**config.mk**
```make
export PLATFORM = sky130hd
export DESIGN_NAME = register_file
export DESIGN_NICKNAME = d
export VERILOG_FILES = /design/src/rtl/register_file_pkg.sv /design/src/rtl/register_file_write_stats.sv /design/src/rtl/register_file.sv
export SDC_FILE = /design/constraint.sdc
export NUM_CORES = 2
export LEC_CHECK = 0
export CAP_MARGIN = 40
export CORE_ASPECT_RATIO = 1.75
export CORE_UTILIZATION = 51
export CTS_BUF_LIST = sky130_fd_sc_hd__clkbuf_4 sky130_fd_sc_hd__clkbuf_8
export CTS_CLUSTER_SIZE = 40
export DETAILED_ROUTE_END_ITERATION = 6
export PLACE_DENSITY = 0.68
export SYNTH_ARGS = -nofsm -noshare
export SYNTH_HDL_FRONTEND = slang
export SYNTH_SLANG_ARGS = --single-unit
```
**constraint.sdc**
```tcl
create_clock -name clk -period 8.5 [get_ports clk]
set_clock_uncertainty 0.2 [all_clocks]
set_input_delay 1.275 -clock clk [delete_from_list [all_inputs] [get_ports clk]]
set_output_delay 1.275 -clock clk [all_outputs]
set_load 0.005 [all_outputs]
```
**src/rtl/register_file_pkg.sv**
```systemverilog
// Shared processor package: datapath widths, the hard-wired zero register
// index and the ALU operation encoding used by both the register file and
// the ALU.
package register_file_pkg;

  localparam int DATA_WIDTH_DEF = 32;
  localparam int ADDR_WIDTH_DEF = 5;

  // Architectural x0: reads as zero, writes are discarded.
  localparam int ZERO_REG = 0;

  typedef enum logic [2:0] {
    ALU_ADD = 3'd0,
    ALU_SUB = 3'd1,
    ALU_AND = 3'd2,
    ALU_OR  = 3'd3,
    ALU_XOR = 3'd4,
    ALU_SLT = 3'd5
  } aluOp_t;

endpackage

```
**src/rtl/register_file_write_stats.sv**
```systemverilog
// Per-register saturating write counters plus a running-maximum tracker that
// reports the most-written register index. A tie with the current maximum
// keeps the earlier index; a saturated counter never moves the maximum.
module regfile_write_stats
  import register_file_pkg::*;
#(
  parameter int ADDR_WIDTH = ADDR_WIDTH_DEF,
  parameter int CNT_WIDTH  = 16
) (
  input  logic                  clk,
  input  logic                  reset,
  input  logic                  writeValid,
  input  logic [ADDR_WIDTH-1:0] writeAddr,
  output logic [ADDR_WIDTH-1:0] regMostWritten
);

  localparam int NUM_REGS = 1 << ADDR_WIDTH;

  logic [CNT_WIDTH-1:0] counts [NUM_REGS];
  logic [CNT_WIDTH-1:0] maxCount;
  logic [CNT_WIDTH-1:0] curCount;
  logic [CNT_WIDTH-1:0] nextCount;
  logic                 saturated;

  // Look up the addressed counter and form its incremented value.
  always_comb begin
    curCount  = counts[writeAddr];
    saturated = &curCount;
    nextCount = curCount + CNT_WIDTH'(1);
  end

  // Bump the counter on an effective write and update the running maximum.
  always_ff @(posedge clk or negedge reset) begin
    if (!reset) begin
      for (int i = 0; i < NUM_REGS; i++) counts[i] <= '0;
      maxCount       <= '0;
      regMostWritten <= '0;
    end else if (writeValid && !saturated) begin
      counts[writeAddr] <= nextCount;
      if (nextCount > maxCount) begin
        maxCount       <= nextCount;
        regMostWritten <= writeAddr;
      end
    end
  end

endmodule

```
**src/rtl/register_file.sv**
```systemverilog
// Two-read / one-write register file with x0 hard-wired to zero, access
// counters and write statistics. Reads are combinational. Define
// REGFILE_BYPASS_EN to forward a same-cycle write to the read ports
// (write-first); without it a colliding read returns the old value.
module register_file
  import register_file_pkg::*;
#(
  parameter int DATA_WIDTH = DATA_WIDTH_DEF,
  parameter int ADDR_WIDTH = ADDR_WIDTH_DEF,
  parameter int CNT_WIDTH  = 16
) (
  input  logic                  clk,
  input  logic                  reset,
  input  logic [ADDR_WIDTH-1:0] readAddrA,
  input  logic [ADDR_WIDTH-1:0] readAddrB,
  input  logic                  readEn,
  output logic [DATA_WIDTH-1:0] readDataA,
  output logic [DATA_WIDTH-1:0] readDataB,
  input  logic                  writeEn,
  input  logic [ADDR_WIDTH-1:0] writeAddr,
  input  logic [DATA_WIDTH-1:0] writeData,
  output logic [31:0]           readTotal,
  output logic [31:0]           writeTotal,
  output logic [ADDR_WIDTH-1:0] regMostWritten,
  output logic                  writeActive
);

  localparam int NUM_REGS = 1 << ADDR_WIDTH;
  localparam logic [ADDR_WIDTH-1:0] ZERO_IDX = ADDR_WIDTH'(ZERO_REG);

  logic [DATA_WIDTH-1:0] regs [NUM_REGS];
  logic                  writeValid;

  // A write counts only when enabled and not aimed at x0.
  assign writeValid = writeEn && (writeAddr != ZERO_IDX);

  // Storage update; x0 is never written so it stays at its reset value.
  always_ff @(posedge clk or negedge reset) begin
    if (!reset) begin
      for (int i = 0; i < NUM_REGS; i++) regs[i] <= '0;
    end else if (writeValid) begin
      regs[writeAddr] <= writeData;
    end
  end

  // Read port A: x0 forced to zero, optional same-cycle write forwarding.
  always_comb begin
    readDataA = regs[readAddrA];
`ifdef REGFILE_BYPASS_EN
    if (writeValid && (readAddrA == writeAddr)) readDataA = writeData;
`endif
    if (readAddrA == ZERO_IDX) readDataA = '0;
  end

  // Read port B: identical selection logic to port A.
  always_comb begin
    readDataB = regs[readAddrB];
`ifdef REGFILE_BYPASS_EN
    if (writeValid && (readAddrB == writeAddr)) readDataB = writeData;
`endif
    if (readAddrB == ZERO_IDX) readDataB = '0;
  end

  // Wrapping access counters and the one-cycle-delayed write indicator.
  always_ff @(posedge clk or negedge reset) begin
    if (!reset) begin
      readTotal   <= '0;
      writeTotal  <= '0;
      writeActive <= 1'b0;
    end else begin
      if (readEn) readTotal <= readTotal + 32'd1;
      if (writeValid) writeTotal <= writeTotal + 32'd1;
      writeActive <= writeValid;
    end
  end

  regfile_write_stats #(
    .ADDR_WIDTH(ADDR_WIDTH),
    .CNT_WIDTH (CNT_WIDTH)
  ) u_stats (
    .clk           (clk),
    .reset         (reset),
    .writeValid    (writeValid),
    .writeAddr     (writeAddr),
    .regMostWritten(regMostWritten)
  );

endmodule

```
==> flow_summary.yaml <==
setup_path:
  critPathLaunchType: "input port"
  r2r_start: "u_stats.counts[464]"
  reg2reg_slack_ns: 3.31
  r2r_cells: 20
  arrival_ns: 7.53
  required_ns: 9.15
  worstSetupPathType: "in -> reg"
  crit_fanout: 17
  cp-end-kind: "register"
  reg2reg_to: "u_stats.maxCount[13]"
clock_network:
  path_clk_slew_ns: 0.07
  numCtsBuffers: 243
  cts_num_sinks: 1622
  cts_resized: 0
  post_cts_buffers: 0
  cts_buffer_depth: 4
  cts_tree: "yes"
  hold_buffers: 0
  clockRootBuffer: "clkbuf_8"
  insertion_delay_ns: 1.00
  h-tree-depth: 4
sta:
  finalCriticalPeriod_ns: 6.88
  max_freq_mhz: 145
  fin_setup_tns_ns: 0
  rsz0062_at_grt: "false"
  maxSlewHeadroom_pct: 21.6
  hold_violations: 0
  worst_pin_slew_ns: 1.18
  setup_viol: 0
  slew_viol_final: 0
  fin_crit_sh_pct: 80.9
die:
  die_w_um: 306
  die_area_um2: 163000
  placementRows: 194
  core-area_um2: 160000
  dieHeight_um: 533
  initial_core_util_pct: 51.4
  pin_count: 185
grt:
  grt_max_degree: 197
  antenna_found_initial: 8
  grt-ovfl-total: 0
  grt_pass1_vias: 53374
  grt_pass1_wl_um: 368000
  grt_usage_pct: 30.8
placed_design:
  dp.cells: 7148
  place_congestion: 1.02
  post-dp-hpwl_um: 152000
  portBuffers: 184
drt:
  wl_per_cell_um: 32.6
  via_per_inst: 6.52
  drt_first_pass_iters: 6
  drt-initial-drc-count: 3539
  postRouteAntennaNets: 0
  drc: 0
  wl_um: 247000
  num_vias: 49367
power_and_ir_drop:
  leakage_nw: 41.3
  peakVddDrop_mv: 0.139
  powerDensity_nw_per_um2: 219
synthesis:
  synth_edf_count: 0
  yosys_warnings: 0
  synthSimpleGateAreaFrac_pct: 2.57
  synthMuxAreaShare_pct: 42.8
  synth_top_family_by_area: "multiplexers"
  ys_seq_elements: 1622
  synth_xor_area_share_pct: 0.809
  synth_compound_area_share_pct: 1.12
  async_reset_ff_share_pct: 100
  synth.distinct_cells: 62
  synthAdderAreaFrac_pct: 0.289
  synth_area_um2: 82300
  syn_inst: 5250
  syn_nets: 5320
  ys.flop_type: "dfrtp_1"
  avgSynthCellArea_um2: 15.7
  ys_seq_area_share_pct: 49.3
finish:
  layout.nets: 5406
  final_cells: 7577
  drive_gt1_share_pct: 51.7
  mostFrequentLayoutCell: "dfrtp_1"
  area_growth_pct: 12.4
  final_cell_mix: "1622 x dfrtp_1, 1311 x mux2_2, 640 x mux4_2"
min_path:
  hp-class: "in -> async"
run_status:
  status: "complete, no violations"
job:
  cap_violations: 0
[kinds of logic after synthesis]
logic type,count (synthesis)
muxes,2471
DFF,1622
buffers and inverters,576
and+or+nand+nor,343
AOI/OAI and AO/OA,143
xor gates and xnor gates,76
adders and majority gates,19
[state kept, by name, indices dropped and copies added (netlist names)]
register / cells
regs: 1024
u_stats.counts: 512
readTotal: 32
writeTotal: 32
u_stats.maxCount: 16
u_stats.regMostWritten: 5
writeActive: 1
[cells in the mapped netlist (34+ instances only)]
library cell  number  area (µm²)
xnor2_1           48         420
nand2_1           42         158
mux2_1            50         563
mux2_4           150        2250
buf_2             66         330
clkbuf_1         350        1310
o22ai_1          124         776
mux2_2          1311       14800
mux2i_1          320        3200
dfrtp_1         1622       40600
mux4_2           640       14400
buf_1             90         338
nor2_1           102         383
nand3_1           34         170
nor4_1            35         219
[worst max path at each step]
stage	from	slack, ns	endpoint	cells after the start
2_1_floorplan	writeAddr[0]	2.79	u_stats.maxCount[0]	25
3_3_place_gp	writeAddr[1]	0.68	u_stats.regMostWritten[4]	20
3_5_place_dp	writeAddr[1]	0.86	u_stats.maxCount[8]	21
4_1_cts	writeAddr[1]	1.87	u_stats.maxCount[13]	21
5_1_grt	writeAddr[1]	1.45	u_stats.maxCount[9]	21
6_report	writeAddr[1]	1.62	u_stats.maxCount[13]	21
[power by group]
part           leakage [nW]  switching, mW  total, mW  internal [mW]
clock network          2.77           3.13       6.84           3.71
logic                  17.2           1.49       3.84           2.34
registers              21.4          0.777       9.58           8.81
[layout make-up]
type	count	area, µm²
Sequential cell	1622	40600
Fill cell	12418	67500
Antenna cell	3	7.51
Inverter	19	71.3
Tap cell	2058	2570
Timing Repair Buffer	398	4530
Multi-Input combinational cell	3052	39600
Clock inverter	32	250
Clock buffer	393	4900
[metrics by stage]
step | setup slack (ns) | power (mW) | util, % | hold WS [ns] | cell area [µm²]
5_1_grt | 1.45 | 21.1 | 57.8 | 0.0852 | 92500
3_3_place_gp | 0.684 | 13.3 | 53.8 | 0.164 | 86000
2_1_floorplan | 2.79 | 12.1 | - | 0.228 | 82300
6_report | 1.62 | 20.3 | 57.8 | 0.0589 | 92500
4_1_cts | 1.87 | 20.4 | 57.8 | 0.0718 | 92500
3_5_place_dp | 0.856 | 13.6 | 54.6 | 0.165 | 87300
[metal layers]
metal	vias up	track usage, %	wire length [µm]
met1	26742	38.0	92000
met4	10	19.2	17500
met5	-	0	69
met2	1849	50.8	123000
li1	20031	-	-
met3	735	5.00	14300
[worst max-delay path: stages]
cell	delay, ns
clkdlybuf4s50_1	1.04
or4b_1	0.76
o22ai_1	0.41
nor4_1	0.09
and2_1	0.16
inv_1	0.11
ha_1	0.30
nand4_4	0.18
nor3b_1	0.53
xor2_4	0.53
buf_16	0.23
ha_1	0.16
a21o_1	0.11
a21oi_1	0.06
nor2b_1	0.10
o211ai_1	0.10
a31oi_1	0.20
a211oi_1	0.07
or3_1	0.56
buf_12	0.24
mux2_2	0.27
(Power assumes the default switching activity.)
